### src/rtl/status_led_sequencer.sv
// Status LED sequencer: bounce, rotate, blink and error-code display
// modes, stepped by a programmable prescaler.
module status_led_sequencer #(
  parameter int unsigned NUM_LEDS    = 8,
  parameter int unsigned TICK_DIV    = 3000000,
  parameter int unsigned PAUSE_STEPS = 4
) (
  input  logic                clock,
  input  logic                nReset,
  input  logic [1:0]          mode,
  input  logic [3:0]          errorCode,
  input  logic                hold,
  output logic [NUM_LEDS-1:0] leds,
  output logic                stepPulse
);

  localparam int PW = (NUM_LEDS > 1) ? $clog2(NUM_LEDS) : 1;
  localparam logic [PW-1:0] LAST = PW'(NUM_LEDS - 1);
  localparam logic [31:0] TMAX = 32'(TICK_DIV - 1);
  localparam logic [3:0] PMAX = 4'(PAUSE_STEPS);
  localparam logic [NUM_LEDS-1:0] ONE = NUM_LEDS'(1);

  typedef enum logic [2:0] {
    E_IDLE,
    E_LATCH,
    E_ON,
    E_OFF,
    E_PAUSE
  } estate_t;

  logic [31:0]   cnt, cnt_n;
  logic [PW-1:0] pos, pos_n, nxt;
  logic          down, down_n;
  logic [1:0]    modeReg;
  estate_t       est, est_n;
  logic [3:0]    rem, rem_n;
  logic [3:0]    pauseCnt, pause_n;
  logic [NUM_LEDS-1:0] leds_n;
  logic          pulse_n;
  logic          modeChg;
  logic          tick;

  assign modeChg = (mode != modeReg);
  assign tick = !hold && (cnt == TMAX);

  always_ff @(posedge clock or negedge nReset) begin
    if (!nReset) begin
      cnt       <= '0;
      pos       <= '0;
      down      <= 1'b0;
      modeReg   <= 2'd0;
      est       <= E_IDLE;
      rem       <= '0;
      pauseCnt  <= '0;
      leds      <= ONE;
      stepPulse <= 1'b0;
    end else begin
      cnt       <= cnt_n;
      pos       <= pos_n;
      down      <= down_n;
      modeReg   <= mode;
      est       <= est_n;
      rem       <= rem_n;
      pauseCnt  <= pause_n;
      leds      <= leds_n;
      stepPulse <= pulse_n;
    end
  end

  always_comb begin
    cnt_n   = cnt;
    pos_n   = pos;
    down_n  = down;
    est_n   = est;
    rem_n   = rem;
    pause_n = pauseCnt;
    leds_n  = leds;
    pulse_n = 1'b0;
    nxt     = pos;
    if (modeChg) begin
      // restart from the entry pattern of the incoming mode
      cnt_n   = '0;
      pos_n   = '0;
      down_n  = 1'b0;
      est_n   = E_LATCH;
      rem_n   = '0;
      pause_n = '0;
      unique case (mode)
        2'd2:    leds_n = '1;
        2'd3:    leds_n = '0;
        default: leds_n = ONE;
      endcase
    end else if (!hold) begin
      cnt_n = tick ? 32'd0 : cnt + 32'd1;
      if (tick) begin
        pulse_n = 1'b1;
        unique case (modeReg)
          2'd0: begin
            if (NUM_LEDS == 1) begin
              leds_n = ONE;
            end else begin
              nxt = down ? pos - 1'b1 : pos + 1'b1;
              pos_n = nxt;
              if (nxt == LAST) down_n = 1'b1;
              else if (nxt == '0) down_n = 1'b0;
              leds_n = ONE << nxt;
            end
          end
          2'd1: begin
            nxt = (pos == LAST) ? '0 : pos + 1'b1;
            pos_n = nxt;
            leds_n = ONE << nxt;
          end
          2'd2: begin
            leds_n = (leds == '1) ? '0 : '1;
          end
          default: begin
            unique case (est)
              E_IDLE, E_LATCH: begin
                if (errorCode == 4'd0) begin
                  est_n = E_LATCH;
                  leds_n = '0;
                end else begin
                  est_n = E_ON;
                  leds_n = '1;
                  rem_n = errorCode;
                end
              end
              E_ON: begin
                est_n = E_OFF;
                leds_n = '0;
                rem_n = rem - 4'd1;
              end
              E_OFF: begin
                if (rem != 4'd0) begin
                  est_n = E_ON;
                  leds_n = '1;
                end else begin
                  est_n = E_PAUSE;
                  pause_n = 4'd1;
                  leds_n = '0;
                end
              end
              E_PAUSE: begin
                leds_n = '0;
                if (pauseCnt == PMAX) est_n = E_LATCH;
                else pause_n = pauseCnt + 4'd1;
              end
              default: begin
                est_n = E_LATCH;
                leds_n = '0;
              end
            endcase
          end
        endcase
      end
    end
  end

endmodule
### config.mk
export PLATFORM = sky130hd
export DESIGN_NAME = status_led_sequencer
export DESIGN_NICKNAME = d
export VERILOG_FILES = /design/src/rtl/status_led_sequencer.sv
export SDC_FILE = /design/constraint.sdc
export NUM_CORES = 1
export LEC_CHECK = 0
export CAP_MARGIN = 20
export CORE_AREA = 2 2 95 97
export DETAILED_ROUTE_END_ITERATION = 12
export DIE_AREA = 0 0 97 99
export GPL_TIMING_DRIVEN = 0
export SYNTH_ARGS = -nofsm -noshare
export SYNTH_HDL_FRONTEND = slang
export SYNTH_SLANG_ARGS = --single-unit
### constraint.sdc
create_clock -name clock -period 6.39 [get_ports clock]
set_input_delay 1.278 -clock clock [delete_from_list [all_inputs] [get_ports clock]]
set_output_delay 1.278 -clock clock [all_outputs]
set_load 0.03 [all_outputs]
# Yosys cells after proc, flatten, opt, wreduce, memory -nomap -nowiden
# Cells that the tools add are included.
[classes] addsub=5 n_mul=0 div_mod_pow=0 n_lt_le_gt_ge=0 n_eq_ne=20 shift=2 muxes=48 n_bitwise=0 n_reduce_logical=21
[op_table] operator="32-bit two-way mux" count=3
[op_table] operator="8-bit two-way mux" count=6
[op_table] operator="4-bit two-way mux" count=11
[op_table] operator="3-bit two-way mux" count=11
[op_table] operator="32-bit by 1-bit adder with 32-bit output, second input constant" count=1
[op_table] operator="32-bit by 22-bit equality test with 1-bit output, second input constant" count=1
[op_table] operator="8-bit one-hot mux with 2 select lines" count=2
[op_table] operator="8-bit one-hot mux with 3 select lines" count=1
[op_table] operator="4-bit one-hot mux with 2 select lines" count=2
[op_table] operator="1-bit by 3-bit left shift with 8-bit output, first input constant" count=2
[op_table] operator="3-bit inequality test, second input constant" count=4
[op_table] operator="3-bit one-hot mux with 4 select lines" count=1
[op_table] operator="3-bit nonzero test" count=4
[op_table] operator="3-bit equality test, second input constant" count=3
[op_table] operator="1-bit two-way mux" count=9
[op_table] operator="8-bit equality test, second input constant" count=1
[op_table] operator="4-bit AND reduction" count=2
[op_table] operator="2-bit equality test, second input constant" count=3
[op_table] operator="3-bit by 2-bit equality test with 1-bit output, second input constant" count=2
[op_table] operator="3-bit zero test" count=2
[op_table] operator="3-bit one-hot mux with 2 select lines" count=1
[op_table] operator="6-bit AND reduction" count=1
[op_table] operator="5-bit AND reduction" count=1
[op_table] operator="4-bit by 1-bit adder with 4-bit output, second input constant" count=1
[op_table] operator="other kinds (19)" count=21
[totals] regBits=58 latch_bits=0 mem_bits_rw=0 mem_bits_ro=0 inputBits=9 n_memories=0

# Logic depth before layout (Yosys ltp)
# Gate-level depths: netlist of the first run.
[depth] ltp_word=9 ltp_mapped=8 mapped_depth_nobuf=8

# Worst setup path after synthesis of the first run
# No wires, ideal clock.
[synth_path] kind="input to register" startpoint="in hold" endpoint="reg pauseCnt[3]" arrival_ns=2.829 required_time_ns=6.312 path_slack_ns=3.483 cell_stages=6 n_path_buf=0 path_cell_list="and4bb_1 nand4_2 nor3_4 o2111ai_4 or4_1 a21oi_1"
[synth_between] elab_chain_cells=4
[synth_lines] item="from (decl)" line_no="12" rtl="input logic hold,"
[synth_lines] item="1-bit zero test"
[synth_lines] item="1-bit logical AND" line_no="44" rtl="assign tick = !hold && (cnt == TMAX);"
[synth_lines] item="2-bit nonzero test (no line)"
[synth_lines] item="6-bit AND reduction (no line) (*)"
[synth_lines] item="to (signal assigned)" line_no="64" rtl="pauseCnt <= pause_n;"
[synth_lines] item="to (decl)" line_no="37" rtl="logic [3:0] pauseCnt, pause_n;"
# Mark *: on every way between the ends. The rest lies on a longest branch, timed or not.
# A chain may end at the register's enable or synchronous reset.

# Worst setup path after layout of the first run
# Ends and elaborated chain as after synthesis.

==> results of run 1 <==
## cells by family (layout without fill, tap and decap cells)
family / count (synthesis) / in the layout
AOI/OAI and AO/OA: 57 / 57
xor gates and xnor gates: 32 / 32
adders and majority gates: 8 / 8
buffers and inverters: 21 / 55
DFF: 58 / 58
muxes: 7 / 7
and+or+nand+nor: 179 / 179
## state kept, by name, summed over array words and instances, names as in the netlist
name / flops
pos: 3
est: 3
cnt: 32
rem: 4
pauseCnt: 4
leds: 8
down: 1
modeReg: 2
stepPulse: 1
## cells in the final DEF (no fill, tap or decap), drive strengths merged, types with 5 or more instances in the layout
| master | instances |
|---|---|
| inv | 8 |
| nor3 | 11 |
| nor3b | 5 |
| xnor2 | 12 |
| nand2b | 5 |
| clkbuf | 21 |
| nor2 | 52 |
| o21ai | 23 |
| and4 | 7 |
| clkdlybuf4s50 | 16 |
| nand2 | 28 |
| and2 | 6 |
| mux2i | 6 |
| nand3 | 18 |
| dfrtp | 57 |
| xor2 | 20 |
| nor4 | 7 |
| a21oi | 17 |
| buf | 5 |
| ha | 8 |
| nand4 | 8 |
| and3 | 13 |
## power groups by stage
stage | combinational, mW | clock (mW) | sequential [mW]
2_1_floorplan | 0.0297 | 0 | 0.400
3_3_place_gp | 0.0810 | 0 | 0.389
3_5_place_dp | 0.0820 | 0 | 0.389
4_1_cts | 0.0827 | 0.468 | 0.382
5_1_grt | 0.0891 | 0.486 | 0.383
6_report | 0.0817 | 0.459 | 0.382
## cell usage after synthesis (all sizes together), types with 2 or more instances
library cell,count,area [um2]
xnor2,12,105
clkbuf,10,37.5
inv,8,30.0
nand2b,5,31.3
nand4,8,56.3
nor3b,5,37.5
buf,3,15.0
nor2,52,195
ha,8,100
o211ai,2,15.0
and4,7,66.3
xor2,20,175
and4bb,2,25.0
o21a,2,15.0
nand3,18,103
a21oi,17,85.1
o21ai,23,115
or3,3,21.3
nand2,28,105
a31oi,4,25.0
nor3,11,66.3
nor4,7,56.3
dfrtp,57,1430
and2,6,37.5
nor4b,4,50.1
mux2i,6,63.8
nand3b,3,22.5
and3,13,81.3
a32o,2,20.0
## worst max path at each step
stage / from / to / slack (ns) / cells after the start
2_1_floorplan: hold / pauseCnt[3]$_DFFE_PN0P_ / 3.48 / 6
3_3_place_gp: nReset / cnt[19]$_DFFE_PN0P_ / 2.08 / 1
3_5_place_dp: hold / pauseCnt[3]$_DFFE_PN0P_ / 2.55 / 7
4_1_cts: hold / pauseCnt[3]$_DFFE_PN0P_ / 2.89 / 7
5_1_grt: hold / leds[3]$_DFFE_PN0P_ / 2.71 / 7
6_report: hold / pauseCnt[3]$_DFFE_PN0P_ / 2.91 / 7
## routing by layer
metal	up-vias	GRT usage (%)	share of wire, %
met3	12	2.84	3.1
met4	0	7.80	1.9
li1	1348	-	-
met2	49	26.7	45
met5	-	0	0
met1	1360	23.5	50
## critical path: stages
cell             delay [ns]
clkdlybuf4s50_1        0.53
and4bb_1               0.35
nand4_2                0.17
nor3_4                 0.46
o2111ai_4              0.25
or4_1                  0.53
a21oi_1                0.16
## area by class of cell
cell class | count | area share [%]
inverters | 8 | 0.761
well taps | 108 | 3.43
flip-flops and latches | 58 | 36.8
multi-input cells | 283 | 46.2
repair buffers | 18 | 4.69
plain buffers | 13 | 1.33
clock buffers | 11 | 3.58
clock inverters | 5 | 3.17
## stage by stage
| stage | cell area, um2 | utilization, % | power, mW |
|---|---|---|---|
| final | 3950 | 46.1 | 0.922 |
| after global routing | 3950 | 46.1 | 0.958 |
| after CTS | 3950 | 46.1 | 0.933 |
| after detailed placement | 3680 | 43.0 | 0.471 |
| after global placement | 3660 | 42.8 | 0.470 |
| after floorplan | 3360 | - | 0.430 |
==> out/metrics.yaml, run 1 <==
swShare_pct: 22.9
drtAntennaViolNets: 0
r2r-start: "cnt[0]$_DFFE_PN0P_"
seq_area_mm2: 0.00145
syn_inst: 362
path_class: "primary input to register"
die_w_um: 97
seqPwrFrac_pct: 41.4
rrSetupSlack_ns: 3.91
clk_pin_slew_ns: 0.06
clk_latency_ns: 0.34
grt_usage_pct: 17.1
seq_area_frac_synth_pct: 43.3
worstHoldStart: "est[0]$_DFFE_PN0P_"
synth-simple-area-share_pct: 30.2
tightestPinTransition_ns: 0.854
finClkSkew_ns: 0.0111
synth_compound_area_share_pct: 10.5
end_kind: "register"
layout_min_cycle_time_ns: 3.48
post-place-ws_ns: 2.55
synthArstFlopShare_pct: 100
synth_ff_type: "dfrtp_1"
cts_root_buffer: "clkbuf_8"
max_freq_ghz: 0.287
h-tree-depth: 3
wl_um: 7590
synth_nets: 379
rr_worst_depth: 7
synth_top_family_by_area: "simple AND/OR/NAND/NOR gates"
clock_power_share_pct: 49.8
synth-xor-area-share_pct: 8.35
ys_seq_elements: 58
hpwl_um: 5340
core-area_mm2: 0.00855
boundaryPins: 18
status: "completed"
rsz0062_at_grt: "no"
multi_input_area_mm2: 0.00182
portBuffers: 17
crit_required_ns: 6.64
drv_slew: 0
finalSetupViolations: 0
yosys_warnings: 0
slew_headroom_pct: 42.6
overflow: 0
hold_class: "register to register"
synthAdderAreaFrac_pct: 2.98
arrival_ns: 3.74
cts_resized: 0
period_share_pct: 54.5
synth_edf_count: 0
fillers: 824
synth_mux_area_share_pct: 2.24
first_global_vias: 2745
numCtsBuffers: 9
path_max_fanout: 10
drv_cap: 0
leakage_nw: 1.62
rows: 34
cts_setup_buffers: 0
worst_slack_ns: 2.91
hold_end: "est[0]$_DFFE_PN0P_"
pwr-share-comb_pct: 8.9
placedCellCount: 488
ctsHoldBuffers: 0
instances_no_fill: 504
die_area_mm2: 0.00960
vias_per_cell: 5.49
final_nets: 408
start_util_pct: 39.3
fp.dieH_um: 99
drc: 0
avgSynthCellArea_um2: 9.28
switching_power_uw: 211
drive_gt1_share_pct: 9.60
whs_ns: 0.561
drt_iter0_markers: 98
cts.sinks: 58
worstHoldPathCells: 2
startpoint_type: "primary input"
vdd_drop_max_uv: 168
hold_violations: 0
reg2reg_to: "pauseCnt[3]$_DFFE_PN0P_"
num_antenna_cells: 0
wire_per_inst_um: 15.1
p_per_area_mw_per_mm2: 234
syn_area_mm2: 0.00336
cts_tree: "done"
via_count: 2769
ys_types: 55
dr.pass1.iters: 4
areaGrowthSynthToFinish_pct: 17.5
antenna_found_initial: 0
fin_setup_tns_ns: 0
place_congestion: 0.763
grt_pass1_wl_um: 13300
internal_power_uw: 711
cts_buffer_depth: 2
grt_max_degree: 34
No activity file was read; power rests on OpenSTA's default activity.
==> inputs of run 2 (changes only) <==
Clock period 6.39 ns to 3.6 ns, I/O delays scaled along.
==> results of run 2 <==
Same layout as run 1 (identical final DEF). Status: completed.
Main changes from that run: setup slack after placement 2.55 ns -> 0.315 ns; clock-pin slew on the worst setup and hold paths 0.06 ns -> 0.07 ns; setup slack after layout 2.91 ns -> 0.673 ns; hold slack 0.561 ns -> 0.385 ns; register-to-register setup slack 3.91 ns -> 1.12 ns; total power 0.922 mW -> 1.64 mW; worst IR drop on VDD 168 uV -> 299 uV
